===== config.mk =====
export PLATFORM = sky130hd
export DESIGN_NAME = comp_conv_sched
export DESIGN_NICKNAME = d
export VERILOG_FILES = /design/src/rtl/comp_conv_sched_pkg.sv /design/src/rtl/comp_conv_sched_sm2comp.sv /design/src/rtl/comp_conv_sched.sv
export SDC_FILE = /design/constraint.sdc
export NUM_CORES = 1
export LEC_CHECK = 0
export CAP_MARGIN = 20
export CORE_MARGIN = 3
export CORE_UTILIZATION = 40
export DETAILED_ROUTE_END_ITERATION = 6
export HOLD_SLACK_MARGIN = 0.02
export PLACE_DENSITY_LB_ADDON = 0.25
export SLEW_MARGIN = 25
export SYNTH_ARGS = -nofsm -noshare
export SYNTH_HDL_FRONTEND = slang
export SYNTH_HIERARCHICAL = 1
export SYNTH_SLANG_ARGS = --single-unit

===== constraint.sdc =====
create_clock -name clk -period 2.54 [get_ports clk]
set_clock_uncertainty 0.05 [all_clocks]
set_input_delay 0.508 -clock clk [delete_from_list [all_inputs] [get_ports clk]]
set_output_delay 0.508 -clock clk [all_outputs]
set_load 0.02 [all_outputs]

===== src/rtl/comp_conv_sched_pkg.sv =====
// Shared definitions for the round-robin sign-magnitude converter slice.
// Conversion modes and output-slot state encodings.
package comp_conv_sched_pkg;

    localparam logic MODE_ONES = 1'b0;
    localparam logic MODE_TWOS = 1'b1;

    typedef enum logic {
        ST_EMPTY = 1'b0,
        ST_FULL  = 1'b1
    } state_t;

endpackage


===== src/rtl/comp_conv_sched_sm2comp.sv =====
// Combinational sign-magnitude to ones'/two's complement converter.
// Positive words pass through; the magnitude carry-out is dropped.
module sm2comp
    import comp_conv_sched_pkg::*;
#(
    parameter int WIDTH = 8
) (
    input  logic [WIDTH-1:0] x,
    input  logic             twos,
    output logic [WIDTH-1:0] y
);

    localparam logic [WIDTH-2:0] MAG_ONE = {{(WIDTH-2){1'b0}}, 1'b1};

    logic [WIDTH-2:0] inv;
    logic [WIDTH-2:0] neg;

    assign inv = ~x[WIDTH-2:0];
    assign neg = inv + MAG_ONE;

    always_comb begin
        y = x;
        if (x[WIDTH-1]) begin
            y = {1'b1, (twos == MODE_TWOS) ? neg : inv};
        end
    end

endmodule


===== src/rtl/comp_conv_sched.sv =====
// Round-robin scheduler sharing one complement converter among NREQ
// requesters, with a one-entry registered valid/ready output slot.
module comp_conv_sched
    import comp_conv_sched_pkg::*;
#(
    parameter int WIDTH = 8,
    parameter int NREQ  = 4,
    parameter int IDW   = 2,
    parameter int CNTW  = 16
) (
    input  logic                  clk,
    input  logic                  rst,
    input  logic [NREQ-1:0]       req_valid,
    input  logic [NREQ*WIDTH-1:0] req_data,
    output logic [NREQ-1:0]       req_ready,
    input  logic                  cfg_twos,
    output logic                  out_valid,
    output logic [WIDTH-1:0]      out_data,
    output logic [IDW-1:0]        out_id,
    input  logic                  out_ready,
    output logic [CNTW-1:0]       conv_cnt
);

    localparam logic [IDW:0]   NREQ_W  = (IDW+1)'(NREQ);
    localparam logic [IDW-1:0] LAST_ID = IDW'(NREQ - 1);
    localparam logic [IDW-1:0] ID_ONE  = IDW'(1);
    localparam logic [CNTW-1:0] CNT_ONE = CNTW'(1);

    state_t           state;
    state_t           state_nx;
    logic [IDW-1:0]   ptr;
    logic [IDW-1:0]   grant;
    logic [IDW:0]     idx;
    logic             found;
    logic             slot_free;
    logic             accept;
    logic [WIDTH-1:0] words [NREQ];
    logic [WIDTH-1:0] conv_y;

    for (genvar i = 0; i < NREQ; i++) begin : g_words
        assign words[i] = req_data[i*WIDTH +: WIDTH];
    end

    assign out_valid = (state == ST_FULL);
    assign slot_free = ~out_valid | out_ready;

    // Ascending search from ptr with wrap-around
    always_comb begin
        found = 1'b0;
        grant = '0;
        idx   = '0;
        for (int k = 0; k < NREQ; k++) begin
            idx = {1'b0, ptr} + (IDW+1)'(k);
            if (idx >= NREQ_W) idx = idx - NREQ_W;
            if (!found && req_valid[idx[IDW-1:0]]) begin
                found = 1'b1;
                grant = idx[IDW-1:0];
            end
        end
    end

    always_comb begin
        req_ready = '0;
        if (found && slot_free && !rst) req_ready[grant] = 1'b1;
    end

    assign accept = |req_ready;

    sm2comp #(.WIDTH(WIDTH)) u_conv (
        .x    (words[grant]),
        .twos (cfg_twos),
        .y    (conv_y)
    );

    always_ff @(posedge clk) begin
        if (rst) state <= ST_EMPTY;
        else     state <= state_nx;
    end

    always_comb begin
        state_nx = state;
        unique case (state)
            ST_EMPTY: if (accept) state_nx = ST_FULL;
            ST_FULL: begin
                if (accept)         state_nx = ST_FULL;
                else if (out_ready) state_nx = ST_EMPTY;
            end
            default: state_nx = ST_EMPTY;
        endcase
    end

    always_ff @(posedge clk) begin
        if (rst) begin
            out_data <= '0;
            out_id   <= '0;
            ptr      <= '0;
            conv_cnt <= '0;
        end else begin
            if (accept) begin
                out_data <= conv_y;
                out_id   <= grant;
                ptr      <= (grant == LAST_ID) ? '0 : grant + ID_ONE;
            end
            if (out_valid && out_ready && !(&conv_cnt)) begin
                conv_cnt <= conv_cnt + CNT_ONE;
            end
        end
    end

endmodule


Word-level counts from Yosys, hierarchy flattened
Cells that the tools add are included.

Bits in registers: 29. Word-level logic and storage cells: 79.

Add/sub/neg operators: 10. Order comparisons: 11. Eq/ne operators: 1. Muxes and demuxes: 33. Bitwise logic cells: 4. Reductions and logical operators: 15.

Operators with widths (count): two-way mux 8 bit (3); two-way mux 2 bit (9); adder 16 x 1 -> 16 bit, second input constant (1); binary-select mux 8 bit (select 2 bit) (1); AND reduction 16 bit (1); < comparator 2 x 3 -> 1 bit, second input constant (5); greater-or-equal comparator 3 bit, second input constant (4); two-way mux 1 bit (12); binary-select mux 1 bit (select 2 bit) (4); logical AND 1 bit (8); subtractor 2 x 1 -> 2 bit, second input constant (4); adder 7 x 1 -> 7 bit, second input constant (1); two-way mux 7 bit (1); NOT 7 bit (1); adder 2 x 2 -> 3 bit, second input constant (2); zero test 1 bit (5); two-way mux 4 bit (1); OR reduction 4 bit (1); adder 2 x 1 -> 3 bit, second input constant (1); greater-or-equal comparator 2 x 3 -> 1 bit, second input constant (1); NOT 2 -> 3 bit (1); adder 2 x 1 -> 2 bit, second input constant (1); demux 1 bit (select 2 bit) (1); == test 2 bit, second input constant (1); 4 further kinds (4).

Depth between registers and ports, before layout
Word-level depth: 22. Mapped depth: 13. Mapped depth without buffers: 11.

Hierarchy
Netlist, hierarchy kept.

By module, submodules not included: comp_conv_sched (instances 1, cells an instance 188, area an instance 1742.9 um^2, seq. area each 580.6 um^2); sm2comp (instances 1, cells an instance 24, area an instance 166.4 um^2, seq. area each 0.0 um^2).

Least setup slack after synthesis
OpenSTA, ideal clock, no wires.

Kind: input-to-reg. Start: input req_valid[0]. End: register out_data[5]. Data arrival time: 2.581 ns. Required time: 2.369 ns. Slack: -0.213 ns. Stages on the path: 10. Buffers on the path: 1. Cell sequence: a21oi_1 -> o21a_1 -> o22a_2 -> buf_2 -> mux2i_1 -> mux2i_1 -> or4b_1 -> o31ai_2 -> xnor2_1 -> mux2_4.

Cells in the longest elaborated chain, start to end: 20. Elaborated cells between the ends (all ways): 39.

Ends and longest elaborated chain: start: declaration (line comp_conv_sched.sv:13) `input logic [NREQ-1:0] req_valid,`; binary-select mux 1 bit (select 2 bit) (line comp_conv_sched.sv:55) `if (!found && req_valid[idx[IDW-1:0]]) begin`; two-way mux 1 bit (implied by the code) (line comp_conv_sched.sv:55); two-way mux 1 bit (line comp_conv_sched.sv:55); zero test 1 bit (line comp_conv_sched.sv:55); logical AND 1 bit (line comp_conv_sched.sv:55); two-way mux 1 bit (line comp_conv_sched.sv:55); zero test 1 bit (line comp_conv_sched.sv:55); logical AND 1 bit (line comp_conv_sched.sv:55); [... 4 more ...]; NOT 2 -> 3 bit (implied by the code) * (line comp_conv_sched.sv:70) `.x (words[grant]),`; binary-select mux 8 bit (select 2 bit) * (line comp_conv_sched.sv:70); two-way mux 8 bit (implied by the code) * (2 in a row) (line comp_conv_sched.sv:70); NOT 7 bit (line comp_conv_sched_sm2comp.sv:18) `assign inv = ~x[WIDTH-2:0];`; adder 7 x 1 -> 7 bit (line comp_conv_sched_sm2comp.sv:19) `assign neg = inv + MAG_ONE;`; two-way mux 7 bit (line comp_conv_sched_sm2comp.sv:24) `y = {1'b1, (twos == MODE_TWOS) ? neg : inv};`; two-way mux 8 bit * (line comp_conv_sched_sm2comp.sv:23) `if (x[WIDTH-1]) begin`; named net conv_y[5] (line comp_conv_sched.sv:38) `logic [WIDTH-1:0] conv_y;`; end signal: assignment (line comp_conv_sched.sv:100) `out_data <= conv_y;`; end: declaration (line comp_conv_sched.sv:18) `output logic [WIDTH-1:0] out_data,`.

Mark *: on every way through the listed nets, which the timed path passes. The rest lies on a longest branch. The select of a mux whose other input is x is not followed. A chain may end at the register's enable or synchronous reset.

Final worst setup path
Ends and elaborated chain as after synthesis.

==> results.yml <==
clock_network:
  cts.path.max_buffers: 2
  hold_buffers: 0
  path_clk_slew_ns: 0.06
  clockRootBuffer: "clkbuf_8"
  numCtsBuffers: 5
  htreeDepth: 2
  clk_latency_ns: 0.28
  clock_sinks: 29
  cts_tree: "built"
final_layout:
  layout.nets: 357
  syn_to_final_growth_pct: 60.42
  multi_input_area_sq_um: 1275
  nFillCells: 364
  final-seq-area_sq_um: 585.6
  finalNonFillerCells: 367
  antenna_cells: 0
  finalInstanceArea_sq_um: 3063
  layout_common_cells: "clkdlybuf4s50_1 (62), buf_4 (36), dfxtp_1 (27)"
  layout_commonest_cell: "clkdlybuf4s50_1"
  drive_above_1_share: 0.2540
setup_path:
  rr_startpoint: "ptr[1]"
  r2r_end: "out_data[5]"
  reg2reg_depth: 10
  start_kind: "input port"
  cp_max_fo: 4
  crit_type: "in2reg"
  critPathCaptureType: "register"
  r2r_slack_ns: 0.09
  slowest_stage: "or4b_4"
  cp.arrival_ns: 2.58
  cp_common_cell: "buf_4"
  crit_chain: "buf_2 -> buf_4 -> nand2_1 -> a21oi_1 -> nor3_2 -> buf_4 -> mux2i_1 -> or4b_4 -> o31ai_4 -> xnor2_1 -> mux2_4"
  required_ns: 2.66
  critPathMaxStageDelay_ns: 0.57
synth:
  synth_compound_area_frac: 0.1304
  synthArstFlopShare: 0
  synth_xor_area_frac: 0.08257
  ys_seq_area_frac: 0.3041
  synth_cell_type_count: 44
  synth-seq-cells: 29
  synth_nets: 255
  synthMuxAreaShare: 0.1986
  synth-adder-area-share: 0.01966
  synth_top_family_by_area: "simple AND/OR/NAND/NOR gates"
  netlist_area_sq_um: 1909
  yosysTopAreaCellShare: 0.3041
  yosys.area.top_type: "dfxtp_1"
  synth.area.top_cells: "dfxtp_1 (30%), mux2i_1 (14%), xnor2_1 (8.3%), nor2_1 (4.1%), mux2_4 (3.9%)"
  synth_edf_count: 0
  synth-warning-count: 6
  avgSynthCellArea_sq_um: 9.006
  yosys_most_used_dff: "dfxtp_1"
  syn-instance-count: 212
  yosys.area_share.simple: 0.2031
sta:
  slew_headroom: 0.7593
  fmax_mhz: 405.4
  period_share: 0.9710
  period_minus_slack_ns: 2.466
  setup_viol: 0
  hold_viol: 0
  rsz0062_at_grt: "true"
  slew_viol_final: 0
  worst_pin_slew_ns: 0.3541
  totalNegativeSetupSlack_ns: 0
  whs_ns: 0.4423
power_and_ir_drop:
  vdd_drop_max_mv: 0.6583
  clockPowerShare: 0.235
  pwr-share-comb: 0.517
  swShare: 0.3180
  p_seq_frac: 0.248
  power.switching_uw: 768.7
  p_leak_nw: 1.218
  powerDensity_nw_per_um2: 789.3
  internal_power_mw: 1.649
routing:
  dr.pass1.iters: 4
  post_drt_via_cell_ratio: 5.125
  routedWlPerCell_um: 13.45
  num_vias: 1881
  antenna_left: 0
  drt_iter0_drc: 80
  drc_errors: 0
  drt_wl_total_um: 4937
hold_path:
  hold_depth: 2
  hp-class: "reg2reg"
  worstHoldEndpoint: "out_id[1]"
  min_from: "out_id[1]"
grt:
  grtUsageTotal: 0.1873
  grt_pass1_wl_um: 8128
  grt_overflow_total: 0
  grt_pass1_vias: 1796
  antenna_found_initial: 0
  grt_max_degree: 28
place:
  portBuffers: 70
  postPlaceCellArea_sq_um: 2848
  dpl.hpwl_um: 3702
  dp_cells: 352
  globalplace.congestion: 0.7877
die:
  io_pins: 71
  die_x_um: 75.09
  initial_core_util: 0.4267
  coreArea_sq_um: 4474
  die_y_um: 75.09
  dieArea_sq_um: 5639
  rows: 24
flow_run:
  maxCapViolCount: 0
outcome:
  status: "completed"
-- cells in the mapped netlist (3+ instances only) --
| cell | instances |
|---|---|
| dfxtp_1 | 29 |
| mux2i_1 | 27 |
| nor2_1 | 21 |
| xnor2_1 | 18 |
| a21oi_1 | 11 |
| nand2_1 | 11 |
| inv_1 | 10 |
| nor2b_1 | 8 |
| a211oi_1 | 6 |
| buf_2 | 6 |
| nand3_1 | 6 |
| mux2_4 | 5 |
| clkbuf_1 | 4 |
| nand4_1 | 4 |
| nor3_1 | 4 |
| and2_1 | 3 |
| ha_1 | 3 |
| mux2_2 | 3 |
-- worst max-delay path: cells and delay by family --
kind / cells / cell delay (ns)
AO/OA/AOI/OAI: 2 / 0.28
XOR/XNOR: 1 / 0.10
buffers and inverters: 3 / 0.46
multiplexers: 2 / 0.35
AND/OR/NAND/NOR: 3 / 0.88
-- flip-flops by register name, indices dropped and copies added, names as in the netlist --
register   count
conv_cnt      16
out_valid      1
out_data       8
ptr            2
out_id         2
-- logic make-up (layout without fill, tap and decap cells) --
family                   after synthesis  after routing
AND/OR/NAND/NOR                       71             71
multiplexers                          35             35
AO/OA/AOI/OAI                         32             33
flip-flops                            29             29
buffers and inverters                 24            126
XOR/XNOR                              18             18
adder cells (fa/ha/maj)                3              3
-- power by group through the flow --
stage	clock, mW	combinational, mW	sequential, mW
after floorplan	0	0.640	0.673
after global placement	0	1.15	0.604
after detailed placement	0	1.17	0.601
after CTS	0.583	1.24	0.599
after global routing	0.600	1.35	0.609
final	0.568	1.25	0.598
-- per-layer routing --
| layer | vias up | track usage | wire length (um) |
|---|---|---|---|
| met5 | - | 0 | 0 |
| met4 | 0 | 0.07115 | 97 |
| met3 | 8 | 0.04406 | 179 |
| met2 | 47 | 0.3153 | 2524 |
| met1 | 868 | 0.2311 | 2135 |
| li1 | 958 | - | - |
-- stage by stage --
step	util	setup slack, ns	power (mW)
after floorplan	-	-0.1237	1.313
after global placement	0.6365	-0.6222	1.755
after detailed placement	0.6365	-0.6912	1.772
after CTS	0.6823	-0.01268	2.423
after global routing	0.6846	-0.01021	2.559
final	0.6846	0.07360	2.418
-- area by class of cell --
class,count,area share
multi-input cells,160,0.4163
repair buffers,108,0.3154
flip-flops and latches,29,0.1912
clock buffers,5,0.02247
clock inverters,3,0.02124
well taps,52,0.02124
inverters,10,0.01225
-- worst max path at each step --
stage	startpoint	end	slack [ns]	depth (start not counted)
finish	req_valid[0]	out_data[5]	0.07	11
global placement	req_valid[0]	req_ready[0]	-0.62	8
detailed placement	req_valid[0]	out_data[5]	-0.69	10
floorplan	req_valid[0]	out_data[5]	-0.12	10
global route	req_valid[0]	out_data[5]	-0.01	11
CTS	ptr[1]	out_data[5]	-0.01	9
-- timing repair --
action                     CTS  global route
gates resized for setup     36             7
buffers inserted             4             2
pin swaps                    9             7
cloned                       1             0
setup endpoints to repair   16             8
No activity file was read; power rests on OpenSTA's default activity.
